File: src/rtl/ascensor_pkg.sv
// rtl/ascensor_pkg.sv - shared encodings for the car controller and the dispatcher
//
// Purpose: direction codes, the "no destination" word and the car state
// encodings. The dispatcher imports the same package, so these values are
// the contract between the two blocks.
package ascensor_pkg;

  typedef enum logic [1:0] {
    REPOSO   = 2'b00,
    MOVIENDO = 2'b01,
    PUERTA   = 2'b10
  } estado_t;

  localparam logic [1:0] DIR_NADA   = 2'b00;
  localparam logic [1:0] DIR_ARRIBA = 2'b01;
  localparam logic [1:0] DIR_ABAJO  = 2'b10;

  localparam logic [2:0] DEST_NADA  = 3'b100;

endpackage

File: src/rtl/temporizador_carga.sv
// rtl/temporizador_carga.sv - loadable down-counter with a zero flag
//
// Purpose: holds the remaining cycles of the current travel or door phase.
// Ports:
//   clk    system clock
//   rst_n  asynchronous active-low reset (count cleared to 0)
//   load   load valor this edge (has priority over counting)
//   valor  value to load
//   cero   count is zero
// The count decrements every edge while non-zero and then parks at zero.
module temporizador_carga #(
  parameter int ANCHO = 32
) (
  input  logic             clk,
  input  logic             rst_n,
  input  logic             load,
  input  logic [ANCHO-1:0] valor,
  output logic             cero
);

  localparam logic [ANCHO-1:0] UNO = {{(ANCHO-1){1'b0}}, 1'b1};

  logic [ANCHO-1:0] cuenta;

  always_ff @(posedge clk or negedge rst_n) begin
    if (!rst_n) begin
      cuenta <= '0;
    end else if (load) begin
      cuenta <= valor;
    end else if (cuenta != '0) begin
      cuenta <= cuenta - UNO;
    end
  end

  assign cero = (cuenta == '0);

endmodule

File: src/rtl/carro_ascensor.sv
// rtl/carro_ascensor.sv - per-car motion controller (travel timer + door hold)
//
// Purpose: accepts a destination floor from the dispatcher, moves the car one
// floor per T_VIAJE cycles, then holds the door open for T_PUERTA cycles.
// Ports:
//   clk             system clock
//   rst_n           asynchronous active-low reset
//   destino[2:0]    requested floor; 3'b100 = none, 3'b0ff = floor index ff
//   piso[1:0]       current floor index
//   direccion[1:0]  00 stopped, 01 up, 10 down
//   ocupado         car busy, requests not accepted
//   puerta_abierta  door open
module carro_ascensor
  import ascensor_pkg::*;
#(
  parameter int T_VIAJE   = 100000000,
  parameter int T_PUERTA  = 100000000,
  parameter int ANCHO_CNT = 32
) (
  input  logic       clk,
  input  logic       rst_n,
  input  logic [2:0] destino,
  output logic [1:0] piso,
  output logic [1:0] direccion,
  output logic       ocupado,
  output logic       puerta_abierta
);

  localparam logic [ANCHO_CNT-1:0] CARGA_VIAJE  = ANCHO_CNT'(T_VIAJE - 1);
  localparam logic [ANCHO_CNT-1:0] CARGA_PUERTA = ANCHO_CNT'(T_PUERTA - 1);

  estado_t              estado;
  logic [2:0]           ultimo_destino;
  logic [1:0]           objetivo;
  logic [1:0]           piso_sig;
  logic                 acepta;
  logic                 t_load;
  logic [ANCHO_CNT-1:0] t_valor;
  logic                 t_cero;

  // The dispatcher holds destino level, so a request is a change against the
  // last accepted value, only while idle.
  assign acepta = (estado == REPOSO) && !destino[2] && (destino != ultimo_destino);

  // Floor reached at the end of the current travel step. objetivo always lies
  // between piso and the direction of travel, so this never wraps.
  assign piso_sig = (direccion == DIR_ARRIBA) ? piso + 2'd1 : piso - 2'd1;

  // Timer reload: on accept, and on each floor step while moving.
  always_comb begin
    t_load  = 1'b0;
    t_valor = CARGA_VIAJE;
    case (estado)
      REPOSO: begin
        if (acepta) begin
          t_load  = 1'b1;
          t_valor = (destino[1:0] == piso) ? CARGA_PUERTA : CARGA_VIAJE;
        end
      end
      MOVIENDO: begin
        if (t_cero) begin
          t_load  = 1'b1;
          t_valor = (piso_sig == objetivo) ? CARGA_PUERTA : CARGA_VIAJE;
        end
      end
      default: ;
    endcase
  end

  temporizador_carga #(
    .ANCHO (ANCHO_CNT)
  ) u_temporizador (
    .clk   (clk),
    .rst_n (rst_n),
    .load  (t_load),
    .valor (t_valor),
    .cero  (t_cero)
  );

  always_ff @(posedge clk or negedge rst_n) begin
    if (!rst_n) begin
      estado         <= REPOSO;
      piso           <= 2'b00;
      direccion      <= DIR_NADA;
      ocupado        <= 1'b0;
      puerta_abierta <= 1'b0;
      ultimo_destino <= DEST_NADA;
      objetivo       <= 2'b00;
    end else begin
      case (estado)
        REPOSO: begin
          if (acepta) begin
            ultimo_destino <= destino;
            objetivo       <= destino[1:0];
            ocupado        <= 1'b1;
            if (destino[1:0] > piso) begin
              estado    <= MOVIENDO;
              direccion <= DIR_ARRIBA;
            end else if (destino[1:0] < piso) begin
              estado    <= MOVIENDO;
              direccion <= DIR_ABAJO;
            end else begin
              estado         <= PUERTA;
              direccion      <= DIR_NADA;
              puerta_abierta <= 1'b1;
            end
          end else if (destino[2]) begin
            // "No request" re-arms the same floor for a later request.
            ultimo_destino <= DEST_NADA;
          end
        end
        MOVIENDO: begin
          if (t_cero) begin
            piso <= piso_sig;
            if (piso_sig == objetivo) begin
              estado         <= PUERTA;
              direccion      <= DIR_NADA;
              puerta_abierta <= 1'b1;
            end
          end
        end
        PUERTA: begin
          if (t_cero) begin
            estado         <= REPOSO;
            puerta_abierta <= 1'b0;
            ocupado        <= 1'b0;
          end
        end
        default: begin
          estado <= REPOSO;
        end
      endcase
    end
  end

endmodule
File: config.mk
export PLATFORM = sky130hd
export DESIGN_NAME = carro_ascensor
export DESIGN_NICKNAME = d
export VERILOG_FILES = /design/src/rtl/ascensor_pkg.sv /design/src/rtl/temporizador_carga.sv /design/src/rtl/carro_ascensor.sv
export SDC_FILE = /design/constraint.sdc
export NUM_CORES = 1
export LEC_CHECK = 0
export ABC_AREA = 1
export BUFFER_PORTS_ARGS = -buffer_cell sky130_fd_sc_hd__buf_2
export CORE_AREA = 5 5 73 75
export DETAILED_ROUTE_END_ITERATION = 8
export DIE_AREA = 0 0 78 80
export PLACE_DENSITY = 0.88
export SETUP_SLACK_MARGIN = 0.4
export SKIP_LAST_GASP = 1
export SLEW_MARGIN = 20
export SYNTH_ARGS = -nofsm -noshare
export SYNTH_HDL_FRONTEND = slang
export SYNTH_SLANG_ARGS = --single-unit
File: constraint.sdc
create_clock -name clk -period 2.25 [get_ports clk]
set_input_delay 0.45 -clock clk [delete_from_list [all_inputs] [get_ports clk]]
set_output_delay 0.45 -clock clk [all_outputs]
set_load 0.02 [all_outputs]
# --- Yosys cells after proc, flatten, opt, wreduce, memory -nomap -nowiden ---
# Cells that the tools add are included.
word_totals:
  ff_bits: 45
  in_bits: 5
  out_inout_bits: 6
  elab_cells: 72
classes:
  order_cmp: 2
  reduce_logical: 18
  eq_ne: 11
  mux: 30
  n_addsub: 3
op_table:
  columns: ["op", "n"]
  rows:
  - ["two-way mux 32 bit", 2]
  - ["logical NOT 32 bit", 1]
  - ["nonzero test 32 bit", 1]
  - ["subtractor 32 x 1 -> 32 bit, second input constant", 1]
  - ["two-way mux 2 bit", 12]
  - ["inequality test 2 bit, second input constant", 6]
  - ["two-way mux 1 bit", 9]
  - ["AND reduction 4 bit", 2]
  - ["nonzero test 2 bit", 4]
  - ["AND reduction 7 bit", 1]
  - ["two-way mux 3 bit", 2]
  - ["one-hot mux 2 bit (3 select lines)", 1]
  - ["AND reduction 2 bit", 3]
  - ["== test 2 x 1 -> 1 bit, second input constant", 2]
  - ["one-hot mux 1 bit (2 select lines)", 2]
  - ["one-hot mux 2 bit (2 select lines)", 1]
  - ["inequality test 3 bit", 1]
  - ["one-hot mux 1 bit (3 select lines)", 1]
  - ["AND reduction 3 bit", 1]
  - ["nonzero test 3 bit", 1]
  - ["adder 2 x 1 -> 2 bit, second input constant", 1]
  - ["== test 2 bit", 1]
  - ["== test 2 bit, second input constant", 1]
  - ["> comparator 2 bit", 1]
  - ["other kinds (5)", 6]

# --- Logic depth before layout (Yosys ltp) ---
depth:
  ltp_word: 6
  ltp_mapped: 12
  depth_no_buf: 12

# --- Cells and area by module ---
# Synthesis repeated with hierarchy kept, for this count alone.
unflattened:
  hier_cells: 424
  hier_area_um2: 2946.6
by_module_without_submodules:
  columns: ["mod", "n_inst", "seq_area_each_um2", "cells_per_inst", "area_per_inst_um2"]
  rows:
  - ["temporizador_carga", 1, 800.8, 327, 2199.6]
  - ["carro_ascensor", 1, 326.6, 97, 747.0]

# --- Least setup slack after synthesis ---
# OpenSTA, ideal clock, no wires.
synth_path:
  path_kind: "register to register"
  startpoint: "reg u_temporizador.cuenta[0]"
  endpoint: "reg u_temporizador.cuenta[28]"
  path_stages_with_launch: 13
  t_arrival_ps: 1589
  path_slack_ps: 542
  required_ps: 2131
  setup_ps: 119
  period_less_slack_ps: 1708
  n_path_buf: 1
  cell_sequence: "dfrtp_1 > inv_1 > ha_1 > nand2_2 > nor2_8 > nand2_2 > nor2_8 > nand2_4 > nand2_4 > inv_2 > buf_6 > nand2_1 > nor2_1"
synth_via:
  elab_chain_cells: 4
  word_cells_on_any_way: 8
  cone_classes: "add/sub: 1; mux: 4; reduce/logical: 3"
synth_rtl:
  columns: ["item", "line", "text"]
  rows:
  - ["from (decl)", "temporizador_carga.sv:23", "logic [ANCHO-1:0] cuenta;"]
  - ["from (signal assigned)", "temporizador_carga.sv:29", "cuenta <= valor;"]
  - ["from (signal assigned)", "temporizador_carga.sv:31", "cuenta <= cuenta - UNO;"]
  - ["branches (longest 4 deep; another with subtractor 32 x 1 -> 32 bit)", null, null]
# Parallel ways; which one is timed is not known. The select of a mux whose other input is x is not followed.
# A chain may end at the register's enable or synchronous reset.

# --- Worst setup path in the final report ---
layout_path:
  startpoint: "reg u_temporizador.cuenta[6]"
  endpoint: "reg direccion[1]"
layout_via:
  elab_chain_cells: 3
layout_rtl:
  columns: ["item", "line", "text"]
  rows:
  - ["logical NOT 32 bit", "temporizador_carga.sv:35", "assign cero = (cuenta == '0);"]
  - ["inequality test 2 bit (no source line)", null, null]
  - ["AND reduction 4 bit (no source line)", null, null]
  - ["to (signal assigned)", "carro_ascensor.sv:84", "direccion <= DIR_NADA;"]
  - ["to (signal assigned)", "carro_ascensor.sv:98", "direccion <= DIR_ARRIBA;"]
  - ["to (signal assigned)", "carro_ascensor.sv:101", "direccion <= DIR_ABAJO;"]
  - ["to (decl)", "carro_ascensor.sv:24", "output logic [1:0] direccion,"]
# Every way passes these cells.

==> metrics.yaml <==
design_area_um2: 3050
drt-vias-per-instance: 5.60
drt_pre_antenna_iters: 5
dr_total_vias: 2494
powerDensity_nw_per_um2: 753
route.met3.wl_um: 343
area_growth_pct: 13.5
grt_remaining_overflow: 0
wl_um: 6420
dieWidth_um: 78
wl_per_cell_um: 14.4
cts_buffers: 5
place.gp.congestion: 0.951
drv_slew: 0
drtIter0Drc: 286
tns_ns: 0
status: "finished, final reports clean"
max-slew-margin-rel_pct: 62.0
clockBufferDepth: 2
multiInputGateArea_um2: 1460
rsz0062_at_grt: "true"
htreeDepth: 2
grt_max_degree: 46
fill_cells: 369
drc_errors: 0
timing.final.crit_share_pct: 78.1
wl_met1_um: 2860
drive_above_1_share_pct: 19.2
arrival_ns: 2.01
cp_max_fo: 10
clock-sinks: 45
num_rows: 25
die_area_um2: 6240
critPathLaunchType: "flop"
clock_latency_ns: 0.31
met2WireLength_um: 3050
coreArea_um2: 4600
yosys_warnings: 0
synth_nets: 369
ant_nets: 0
setup_viol_count_final: 0
grt_pass1_wl_um: 10700
dp_hpwl_um: 4620
netlist_instances: 361
ios: 11
first_global_vias: 2320
irDropWorstVdd_mv: 0.677
crit_type: "reg -> reg"
synth_area_um2: 2690
clk_pin_slew_ns: 0.09
fin_nets: 398
ys_types: 30
tritoncts: "done"
maxCapViolations: 0
hold_viol_final: 0
root_buffer: "clkbuf_8"
dpl-instance-area_um2: 2800
worstMarginPinSlew_ns: 0.570
fmax_mhz: 569
synth.avg_cell_area_um2: 7.44
layout_commonest_cell: "nand2_1"
start_util_pct: 58.4
mostFrequentLayoutCells: "88 x nand2_1, 62 x nor2_1, 44 x dfrtp_1"
period_minus_slack_ns: 1.76
p_leak_nw: 1.42
min_path_type: "in -> async"
antenna_found_initial: 0
numPortBuffers: 10
seq_area_um2: 1130
cp-end-kind: "flop"
finalPower_mw: 2.29
ys_ff_latch: 45
fp.dieH_um: 80
grt_usage_pct: 21.6
highest_layer: "met4"
synth_seq_area_share_pct: 42.0
clock_skew_ns: 0.00865
diodes: 0
cp.required_ns: 2.50
-- cells in the mapped netlist --
library cell / n / area (µm²)
nand2_1: 89 / 334
dfrtp_1: 44 / 1100
o211ai_1: 1 / 7.51
nor2_2: 9 / 56.3
dfstp_2: 1 / 26.3
buf_6: 3 / 33.8
nor3b_1: 2 / 15.0
nand2_4: 2 / 22.5
nor2_8: 2 / 40.0
nor2_1: 68 / 255
ha_1: 3 / 37.5
nand3b_1: 1 / 7.51
a21oi_1: 13 / 65.1
inv_1: 32 / 120
nand2_2: 7 / 43.8
and3_1: 1 / 6.26
nor4_1: 1 / 6.26
xnor2_1: 4 / 35.0
nand3_1: 16 / 80.1
a31oi_1: 4 / 25.0
nor3_1: 8 / 40.0
o21ai_0: 10 / 50.1
nor3_2: 2 / 20.0
xor2_1: 8 / 70.1
o31ai_1: 1 / 7.51
nand4_1: 9 / 56.3
nor2_4: 4 / 45.0
o21ai_1: 11 / 55.1
o21ai_2: 1 / 8.76
inv_2: 4 / 15.0
-- registers in the layout, indices dropped and copies added (netlist names) --
signal,cells
direccion,2
estado,2
objetivo,2
ocupado,1
piso,2
puerta_abierta,1
u_temporizador.cuenta,32
ultimo_destino,3
-- layout make-up --
type	instances	share of cell area (%)
multi-input combinational	277	47.7
timing repair buffer	25	5.58
inverter	36	4.52
clock inverter	3	0.698
clock buffer	5	2.26
tap	54	2.22
sequential	45	37.0
-- worst paths after layout --
kind | start | end | slack (ns) | depth (start not counted)
max | u_temporizador.cuenta[6]$_DFFE_PN0P_ | direccion[1]$_DFFE_PN0P_ | 0.49 | 9
min | rst_n | u_temporizador.cuenta[31]$_DFFE_PN0P_ | 0.20 | 2
max reg2reg | u_temporizador.cuenta[6]$_DFFE_PN0P_ | direccion[1]$_DFFE_PN0P_ | 0.49 | 9
min reg2reg | puerta_abierta$_DFFE_PN0P_ | puerta_abierta$_DFFE_PN0P_ | 0.48 | 2
max in group asynchronous | rst_n | u_temporizador.cuenta[21]$_DFFE_PN0P_ | 1.65 | 2
min in group clk | destino[0] | objetivo[0]$_DFFE_PN0P_ | 0.37 | 3
-- power breakdown --
| group | internal, mW | switching [mW] | leakage [nW] |
|---|---|---|---|
| sequential | 0.933 | 0.0890 | 0.517 |
| combinational | 0.260 | 0.492 | 0.862 |
| clock | 0.221 | 0.300 | 0.0445 |
| total | 1.41 | 0.881 | 1.42 |
-- cell families after synthesis --
group,after synthesis,synth area share (%)
and+or+nand+nor,221,38.3
DFF,45,42.0
AOI/OAI and AO/OA,41,8.15
buffers and inverters,39,6.29
xor gates and xnor gates,12,3.91
adders and majority gates,3,1.40
-- worst max-delay path: stages (launching register included) --
cell	delay (ns)
dfrtp_1	0.43
nor2_2	0.16
nand2_2	0.10
nor2_8	0.17
nand2_2	0.11
nor2_8	0.17
inv_2	0.13
o21ai_2	0.22
nand3b_1	0.13
nand2_1	0.08
-- metrics by stage --
stage	std cells	utilization (%)	setup slack [ns]	hold WS (ns)
after floorplan	361	-	0.542	0.154
after global placement	426	60.9	0.341	0.460
after detailed placement	426	60.9	0.294	0.458
after CTS	434	63.5	0.418	0.229
after global routing	445	66.3	0.365	0.277
final	445	66.3	0.493	0.202
-- routing by layer --
layer / GRT usage [%] / vias up
met4: 7.77 / 0
met2: 34.6 / 93
met3: 4.29 / 20
met1: 28.9 / 1168
met5: 0 / -
li1: - / 1213
-- timing repair --
item	CTS	global route
setup endpoints to repair	19	31
hold buffers	0	0
gates resized for setup	6	15
pin swaps	2	3
buffers inserted	0	11
No activity file was read; power rests on OpenSTA's default activity.
